==> config.mk <==
export PLATFORM = sky130hd
export DESIGN_NAME = lsu_mem_initiator
export DESIGN_NICKNAME = d
export VERILOG_FILES = /design/src/rtl/lsu_mem_initiator.sv
export SDC_FILE = /design/constraint.sdc
export NUM_CORES = 1
export LEC_CHECK = 0
export CAP_MARGIN = 40
export CELL_PAD_IN_SITES_DETAIL_PLACEMENT = 0
export CELL_PAD_IN_SITES_GLOBAL_PLACEMENT = 1
export CORE_MARGIN = 3
export CORE_UTILIZATION = 33
export DETAILED_ROUTE_END_ITERATION = 7
export PLACE_DENSITY_LB_ADDON = 0.2
export SETUP_SLACK_MARGIN = 0.3
export SYNTH_ARGS = -nofsm -noshare
export SYNTH_HDL_FRONTEND = slang
export SYNTH_SLANG_ARGS = --single-unit
==> constraint.sdc <==
create_clock -name clk -period 4.84 [get_ports clk]
set_input_delay 0.968 -clock clk [delete_from_list [all_inputs] [get_ports clk]]
set_output_delay 0.968 -clock clk [all_outputs]
set_load 0.005 [all_outputs]
==> src/rtl/lsu_mem_initiator.sv <==
// Memory-stage load/store initiator: validates one pipeline access, issues a single
// word-addressed request over req/ready, and returns extended load data.
module lsu_mem_initiator #(
  parameter logic [31:0] DM_BASE  = 32'h0000_0000,
  parameter logic [31:0] DM_BYTES = 32'd16384
) (
  input  logic        clk,
  input  logic        reset,
  input  logic        op_valid,
  input  logic [2:0]  op,
  input  logic [31:0] addr,
  input  logic [31:0] wdata,
  output logic        busy,
  output logic        done,
  output logic        exc,
  output logic [31:0] rdata,
  output logic        m_req,
  output logic        m_we,
  output logic [31:0] m_addr,
  output logic [3:0]  m_be,
  output logic [31:0] m_wdata,
  input  logic        m_ready,
  input  logic        m_rvalid,
  input  logic [31:0] m_rdata
);

  typedef enum logic [1:0] {IDLE, REQ, RESP, DONE} state_t;

  localparam logic [2:0] OP_LW  = 3'd0;
  localparam logic [2:0] OP_LH  = 3'd1;
  localparam logic [2:0] OP_LHU = 3'd2;
  localparam logic [2:0] OP_LB  = 3'd3;
  localparam logic [2:0] OP_LBU = 3'd4;
  localparam logic [2:0] OP_SW  = 3'd5;
  localparam logic [2:0] OP_SH  = 3'd6;
  localparam logic [2:0] OP_SB  = 3'd7;

  state_t      state_reg, state_next;
  logic [2:0]  op_reg;
  logic [1:0]  lane_reg;
  logic        fault_reg;
  logic        we_reg;
  logic [31:0] addr_reg;
  logic [3:0]  be_reg;
  logic [31:0] wdata_reg;
  logic [31:0] rdata_reg;

  logic        is_word, is_half, fault;
  logic [31:0] offset;
  logic [3:0]  be_next;
  logic [31:0] wdata_next;
  logic [31:0] shifted;
  logic [31:0] load_ext;

  // Offset wraps as unsigned, so addresses below DM_BASE are caught by the same compare.
  always_comb begin
    is_word = (op == OP_LW) || (op == OP_SW);
    is_half = (op == OP_LH) || (op == OP_LHU) || (op == OP_SH);
    offset  = addr - DM_BASE;
    fault   = (is_word && (addr[1:0] != 2'b00)) ||
              (is_half && addr[0]) ||
              (offset >= DM_BYTES);
  end

  always_comb begin
    be_next    = 4'b1111;
    wdata_next = wdata;
    case (op)
      OP_SH: begin
        be_next    = addr[1] ? 4'b1100 : 4'b0011;
        wdata_next = {2{wdata[15:0]}};
      end
      OP_SB: begin
        be_next    = 4'b0001 << addr[1:0];
        wdata_next = {4{wdata[7:0]}};
      end
      default: begin
        be_next    = 4'b1111;
        wdata_next = wdata;
      end
    endcase
  end

  always_comb begin
    shifted  = m_rdata >> {lane_reg, 3'b000};
    load_ext = m_rdata;
    case (op_reg)
      OP_LH:   load_ext = {{16{shifted[15]}}, shifted[15:0]};
      OP_LHU:  load_ext = {16'h0000, shifted[15:0]};
      OP_LB:   load_ext = {{24{shifted[7]}}, shifted[7:0]};
      OP_LBU:  load_ext = {24'h000000, shifted[7:0]};
      default: load_ext = m_rdata;
    endcase
  end

  always_comb begin
    state_next = state_reg;
    case (state_reg)
      IDLE: if (op_valid) state_next = fault ? DONE : REQ;
      REQ:  if (m_ready) state_next = we_reg ? DONE : RESP;
      RESP: if (m_rvalid) state_next = DONE;
      DONE: state_next = IDLE;
      default: state_next = IDLE;
    endcase
  end

  always_ff @(posedge clk) begin
    if (reset) begin
      state_reg <= IDLE;
      op_reg    <= 3'd0;
      lane_reg  <= 2'd0;
      fault_reg <= 1'b0;
      we_reg    <= 1'b0;
      addr_reg  <= 32'd0;
      be_reg    <= 4'd0;
      wdata_reg <= 32'd0;
      rdata_reg <= 32'd0;
    end else begin
      state_reg <= state_next;
      if (state_reg == IDLE && op_valid) begin
        op_reg    <= op;
        lane_reg  <= addr[1:0];
        fault_reg <= fault;
        we_reg    <= (op >= OP_SW);
        addr_reg  <= {addr[31:2], 2'b00};
        be_reg    <= be_next;
        wdata_reg <= wdata_next;
      end
      if (state_reg == RESP && m_rvalid) rdata_reg <= load_ext;
    end
  end

  assign busy    = (state_reg != IDLE);
  assign done    = (state_reg == DONE);
  assign exc     = (state_reg == DONE) && fault_reg;
  assign m_req   = (state_reg == REQ);
  assign m_we    = we_reg;
  assign m_addr  = addr_reg;
  assign m_be    = be_reg;
  assign m_wdata = wdata_reg;
  assign rdata   = rdata_reg;

endmodule

==> results.py, run 1 <==
metrics = {
    "run_status": {
        "status": "finished clean",
    },
    "synthesis": {
        "synth-edff-count": 0,
        "yosys.cell_count.top_type": "nand2_1",
        "synth.yosys.seq_area_share_pct": 43.5,
        "synthMuxAreaShare_pct": 7.16,
        "synth_xor_area_share_pct": 0,
        "synth_seq_cells": 107,
        "yosys.area.top_type_share_pct": 43.5,
        "postSynthCellCount": 587,
        "ys_top_cells_by_area": "dfxtp_1 43%, nand2_1 8.3%, a21oi_1 8.0%",
        "yosys.area.top_type": "dfxtp_1",
        "synth_warnings": 0,
        "synth_area_per_cell_um2": 8.39,
        "syn_area_um2": 4920,
        "synth_top_family_by_area": "compound AO/OA/AOI/OAI gates",
        "synth_compound_area_share_pct": 27.2,
        "synthAdderAreaFrac_pct": 1.27,
        "yosys.area_share.simple_pct": 15.0,
        "synth_flop_cell": "dfxtp_1",
        "async_flop_share_pct": 0,
        "ys_top_cells_by_count": "109 x nand2_1, 107 x dfxtp_1, 79 x a21oi_1, 40 x o21ai_0, 37 x clkbuf_1",
        "synth.distinct_cells": 52,
    },
    "detailed_routing": {
        "dr_wl_met2_mm": 7.97,
        "detail_route.wl_per_cell_um": 17.5,
        "drt_wl_total_mm": 16.7,
        "vias": 4896,
        "drt-initial-drc-count": 253,
        "first_pass_iters": 4,
        "top_layer_used": "met4",
        "drcViolationCount": 0,
        "via_per_inst": 5.15,
        "wirelength_met1_mm": 6.86,
        "ant_nets": 0,
        "met3_wirelength_mm": 1.51,
    },
    "die": {
        "core_area_um2": 14600,
        "initial_core_util_pct": 33.8,
        "dieArea_um2": 16400,
        "die_width_um": 128,
        "boundaryPins": 209,
        "num_rows": 44,
        "die_y_um": 128,
    },
    "placed_design": {
        "place_hpwl_mm": 12.5,
        "portBuffers": 206,
        "place.gp.congestion": 0.836,
        "pre_cts_ws_ns": 1.67,
        "place_area_um2": 7080,
    },
    "sta": {
        "fmaxAchievable_mhz": 357,
        "finalSetupViolations": 0,
        "final.min_clock_period_ns": 2.80,
        "final_hold_viol_count": 0,
        "tns_ns": 0,
        "finalMaxSlewViolations": 0,
        "post-route-period-util_pct": 57.8,
        "rsz0062_at_grt": "no",
        "worstMarginPinSlew_ns": 0.836,
        "fin_ws_ns": 2.04,
        "relSlewSlack_pct": 44.3,
        "fin_skew_ns": 0.00521,
    },
    "finish": {
        "layout.nets": 871,
        "seq_area_um2": 2140,
        "n_fill_cell": 1384,
        "multiInputGateArea_um2": 2500,
        "design_area_um2": 7370,
        "insertedDiodeCount": 0,
        "drive_above_1_share_pct": 5.35,
        "areaGrowthSynthToFinish_pct": 49.6,
    },
    "power": {
        "seq_power_share_pct": 38.0,
        "p_int_mw": 2.11,
        "p_leak_nw": 2.65,
        "comb_power_share_pct": 38.7,
        "swShare_pct": 33.1,
        "switching_power_mw": 1.04,
        "pwr-share-clk_pct": 23.3,
        "power.ir.vdd_worst_mv": 0.189,
        "power_mw": 3.15,
        "pwr_density_cell_nw_per_um2": 428,
    },
    "global_routing": {
        "grt_pass1_wl_mm": 25.5,
        "grt_overflow": 0,
        "grtUsageTotal_pct": 19.8,
        "grt_max_degree": 73,
        "grt_pass1_vias": 4825,
        "antenna_found_initial": 0,
    },
    "clocking": {
        "htree_levels": 3,
        "clk_path_buf_depth": 2,
        "cts_hold_buf": 0,
        "clk_pin_slew_ns": 0.07,
        "cts_setup_buffers": 0,
        "post_cts_resized": 0,
        "clk_latency_ns": 0.35,
        "cts_root_buf": "clkbuf_16",
        "clkSinkCount": 107,
        "numCtsBuffers": 9,
        "cts_tree": "done",
    },
    "worst_setup_path": {
        "crit_required_ns": 5.05,
        "cp-end-kind": "flop",
        "worstSetupStartpointType": "input port",
        "critical_path_class": "in -> reg",
        "cp_max_fo": 15,
        "arrival_ns": 3.01,
    },
    "job": {
        "cap_viol_max_count": 0,
    },
    "hold_path": {
        "hold_class": "reg -> reg",
    },
}
-- kinds of logic (layout without fill, tap and decap cells) --
logic type,after synthesis,after routing
other cells,1,2
simple gates,173,173
compound gates,205,205
buf+inv,62,241
fa+ha+maj,5,5
mux,34,34
flops,107,107
-- power by group through the flow --
stage               clock [mW]  sequential, mW  combinational, mW
finish                   0.733            1.20               1.22
global route             0.794            1.22               1.35
CTS                      0.760            1.20               1.23
detailed placement           0            1.22               1.23
global placement             0            1.21               1.19
floorplan                    0            1.19              0.626
-- critical path, cell delays in order --
cell and delay [ns]:
clkdlybuf4s50_1 0.82, nor2_1 0.32, a2bb2oi_1 0.11, a2111oi_0 0.59, a311oi_1 0.18
-- cells in the final DEF (no fill, tap or decap), types with 5 or more instances in the layout --
master,Yosys,routed
mux2i_1,33,33
clkbuf_16,0,9
inv_1,11,11
a2bb2oi_1,14,14
a21oi_2,10,10
clkdlybuf4s50_1,0,205
o32ai_1,7,7
a21oi_1,79,79
ha_1,5,5
nand2_1,109,108
nor2_1,34,34
a32o_1,6,6
nor4_1,7,7
a211oi_1,17,17
dfxtp_1,107,107
o21ai_0,40,40
o211ai_1,9,9
o21bai_1,7,7
-- metal layers --
metal | vias up | global-route usage, %
met5 | - | 0
met3 | 23 | 8.38
met1 | 2279 | 23.9
li1 | 2426 | -
met4 | 0 | 6.05
met2 | 168 | 32.0
-- final timing paths --
check | startpoint | to | slack (ns) | cells after the start
max | op[0] | state_reg[1]$_SDFFE_PP0P_ | 2.04 | 5
min | m_addr[17]$_SDFFE_PP0P_ | m_addr[17]$_SDFFE_PP0P_ | 0.45 | 2
max reg2reg | lane_reg[0]$_SDFFE_PP0P_ | rdata[16]$_SDFFE_PP0P_ | 2.61 | 4
min reg2reg | m_addr[17]$_SDFFE_PP0P_ | m_addr[17]$_SDFFE_PP0P_ | 0.45 | 2
-- stage by stage --
step	utilization (%)	instances	hold WS, ns
detailed placement	48.5	935	0.446
global route	50.5	951	0.469
floorplan	-	588	0.449
CTS	50.5	951	0.455
global placement	48.0	931	0.441
finish	50.5	951	0.454
-- cell type report --
type	instances	share of cell area (%)
clock buffer	14	3.45
clock inverter	2	0.476
timing repair buffer	214	29.3
multi-input combinational	419	34.0
tap	184	3.13
inverter	11	0.561
sequential	107	29.1
No activity file was read; power rests on OpenSTA's default activity.
==> inputs of run 2 (changes only) <==
--- a/config.mk
+++ b/config.mk
@@ -9,7 +9,7 @@
 export CELL_PAD_IN_SITES_DETAIL_PLACEMENT = 0
 export CELL_PAD_IN_SITES_GLOBAL_PLACEMENT = 1
 export CORE_MARGIN = 3
-export CORE_UTILIZATION = 33
+export CORE_UTILIZATION = 30
 export DETAILED_ROUTE_END_ITERATION = 7
 export PLACE_DENSITY_LB_ADDON = 0.2
 export SETUP_SLACK_MARGIN = 0.3
==> constraint.sdc (replaced) <==
create_clock -name clk -period 2.62 [get_ports clk]
set_input_delay 0.524 -clock clk [delete_from_list [all_inputs] [get_ports clk]]
set_output_delay 0.524 -clock clk [all_outputs]
set_load 0.005 [all_outputs]
==> run 2 against run 1 <==
- via count rose by 1.5%
- flip-flop and latch count did not move
- global-route usage fell by 1.1 points
- register-to-register slack got worse by 2.1 ns
- die area rose by 9.5%
- core utilization fell by 3.6 points
- sequential power rose by 83%
- highest routed layer unchanged
==> results.py, run 2 (same netlist as run 1, synthesis figures left out) <==
metrics = {
    "worst_setup_path": {
        "cp-end-kind": "output port",
        "worstSetupStartpointType": "flop",
        "r2r_slack_ns": 0.47,
        "critical_path_class": "reg -> out",
        "crit_slowest_cell": "clkdlybuf4s50_1",
        "reg2reg_depth": 4,
        "r2r_end": "rdata[7]$_SDFFE_PP0P_",
        "crit_required_ns": 2.10,
        "arrival_ns": 1.63,
        "cp_cell_sequence": "inv_1 > ha_2 > inv_1 > clkdlybuf4s50_1",
        "crit_path_max_incr_delay_ns": 0.52,
        "r2r-start": "op_reg[2]$_SDFFE_PP0P_",
        "timing.critical_path.mode_cell": "inv_1",
        "cp_max_fo": 5,
    },
    "clocking": {
        "htree_levels": 3,
        "cts_setup_buffers": 0,
        "clk_latency_ns": 0.35,
        "numCtsBuffers": 9,
        "clk_pin_slew_ns": 0.08,
        "cts_tree": "done",
        "clkSinkCount": 107,
        "cts_root_buf": "clkbuf_16",
        "clk_path_buf_depth": 2,
    },
    "hold_path": {
        "hold_class": "reg -> reg",
        "min_from": "m_addr[31]$_SDFFE_PP0P_",
        "whs_path_depth": 2,
        "min_to": "m_addr[31]$_SDFFE_PP0P_",
    },
    "finish": {
        "layout.nets": 879,
        "mostFrequentLayoutCell": "clkdlybuf4s50_1",
        "areaGrowthSynthToFinish_pct": 52.3,
        "insertedDiodeCount": 0,
        "final_cell_mix": "205 x clkdlybuf4s50_1, 108 x nand2_1, 107 x dfxtp_1",
        "drive_above_1_share_pct": 6.97,
    },
    "sta": {
        "rsz0062_at_grt": "no",
        "final.min_clock_period_ns": 2.15,
        "finalMaxSlewViolations": 0,
        "relSlewSlack_pct": 43.1,
        "post-route-period-util_pct": 82.1,
        "fmaxAchievable_mhz": 465,
        "tns_ns": 0,
        "finalSetupViolations": 0,
        "final_hold_viol_count": 0,
        "worstMarginPinSlew_ns": 0.854,
        "fin_skew_ns": 0.00950,
    },
    "die": {
        "dieArea_um2": 18000,
        "num_rows": 46,
        "die_width_um": 134,
        "boundaryPins": 209,
        "die_y_um": 134,
        "core_area_um2": 16000,
        "initial_core_util_pct": 30.8,
    },
    "detailed_routing": {
        "drt_wl_total_mm": 17.4,
        "detail_route.wl_per_cell_um": 17.6,
        "ant_nets": 0,
        "via_per_inst": 5.01,
        "first_pass_iters": 5,
        "drcViolationCount": 0,
        "vias": 4969,
        "drt-initial-drc-count": 342,
    },
    "global_routing": {
        "grt_util_met1_pct": 24.2,
        "use_met2_pct": 29.3,
        "antenna_found_initial": 0,
        "grtUsageTotal_pct": 18.7,
        "grt.busiest_layer": "met2",
        "grt_max_degree": 49,
        "grt_pass1_wl_mm": 26.6,
        "grt_util_met3_pct": 6.30,
        "grt_overflow": 0,
        "grt_pass1_vias": 4792,
    },
    "placed_design": {
        "place.gp.congestion": 0.837,
        "place_hpwl_mm": 13.1,
        "portBuffers": 206,
    },
    "job": {
        "cap_viol_max_count": 0,
    },
    "power": {
        "pwr_density_cell_nw_per_um2": 805,
        "power_mw": 6.04,
        "p_leak_nw": 2.71,
        "power.ir.vdd_worst_mv": 0.319,
    },
    "run_status": {
        "status": "finished clean",
    },
}
## run 2: cell types whose count changed in the layout (fill, tap and decap cells not counted), sizes merged
cell / before / now
buf: 9 / 17
bufinv: 1 / 2
clkbuf: 14 / 10
clkinv: 1 / 3
inv: 11 / 12
## run 2: timing repair
item                                    4_1_cts  5_1_grt
endpoints found under the setup margin        0        1
resized for setup                             0        1
hold buffers                                  0        0
## run 2: how the worst max path moves through the flow
stage | start | to | slack, ns | cells after the start
2_1_floorplan | m_rdata[31] | rdata[21]$_SDFFE_PP0P_ | 0.88 | 5
3_3_place_gp | addr[15] | state_reg[1]$_SDFFE_PP0P_ | 0.25 | 6
3_5_place_dp | addr[17] | state_reg[1]$_SDFFE_PP0P_ | 0.23 | 6
4_1_cts | state_reg[0]$_SDFFE_PP0P_ | busy | 0.38 | 4
5_1_grt | op_reg[2]$_SDFFE_PP0P_ | rdata[7]$_SDFFE_PP0P_ | 0.35 | 4
6_report | state_reg[0]$_SDFFE_PP0P_ | busy | 0.47 | 4
## run 2: cell type report
| cell class | instances | area [um^2] |
|---|---|---|
| fillers | 1602 | 8500 |
| multi-input cells | 419 | 2500 |
| repair buffers | 222 | 2210 |
| flip-flops and latches | 107 | 2140 |
| well taps | 216 | 270 |
| clock buffers | 10 | 239 |
| clock inverters | 6 | 87.6 |
| inverters | 11 | 41.3 |
## run 2: power breakdown
| part | switching, mW | internal (mW) |
|---|---|---|
| clock network | 0.638 | 0.867 |
| registers | 0.229 | 1.97 |
| logic | 1.14 | 1.19 |
## run 2: metal layers
metal  share of wire [%]  wire length [um]  up-vias
li1                    -                 -     2442
met1                  44              7590     2296
met2                  45              7890      212
met3                 9.3              1630       19
met4                 1.8               312        0
met5                   0                 0        -
## run 2: worst max-delay path, delay by kind of cell (launching register included)
family | cells | cell delay [ns]
adders and majority gates | 1 | 0.22
buffers and inverters | 3 | 0.68
DFF | 1 | 0.37
## run 2: metrics by stage
step,hold slack (ns),utilization [%],cells,cell area [um^2],worst slack (ns)
final,0.455,46.9,991,7500,0.470
after global routing,0.475,46.9,991,7500,0.354
after CTS,0.457,46.9,991,7500,0.379
after detailed placement,0.446,44.8,975,7170,0.226
after global placement,0.442,44.8,975,7170,0.254
after floorplan,0.449,-,588,4930,0.881
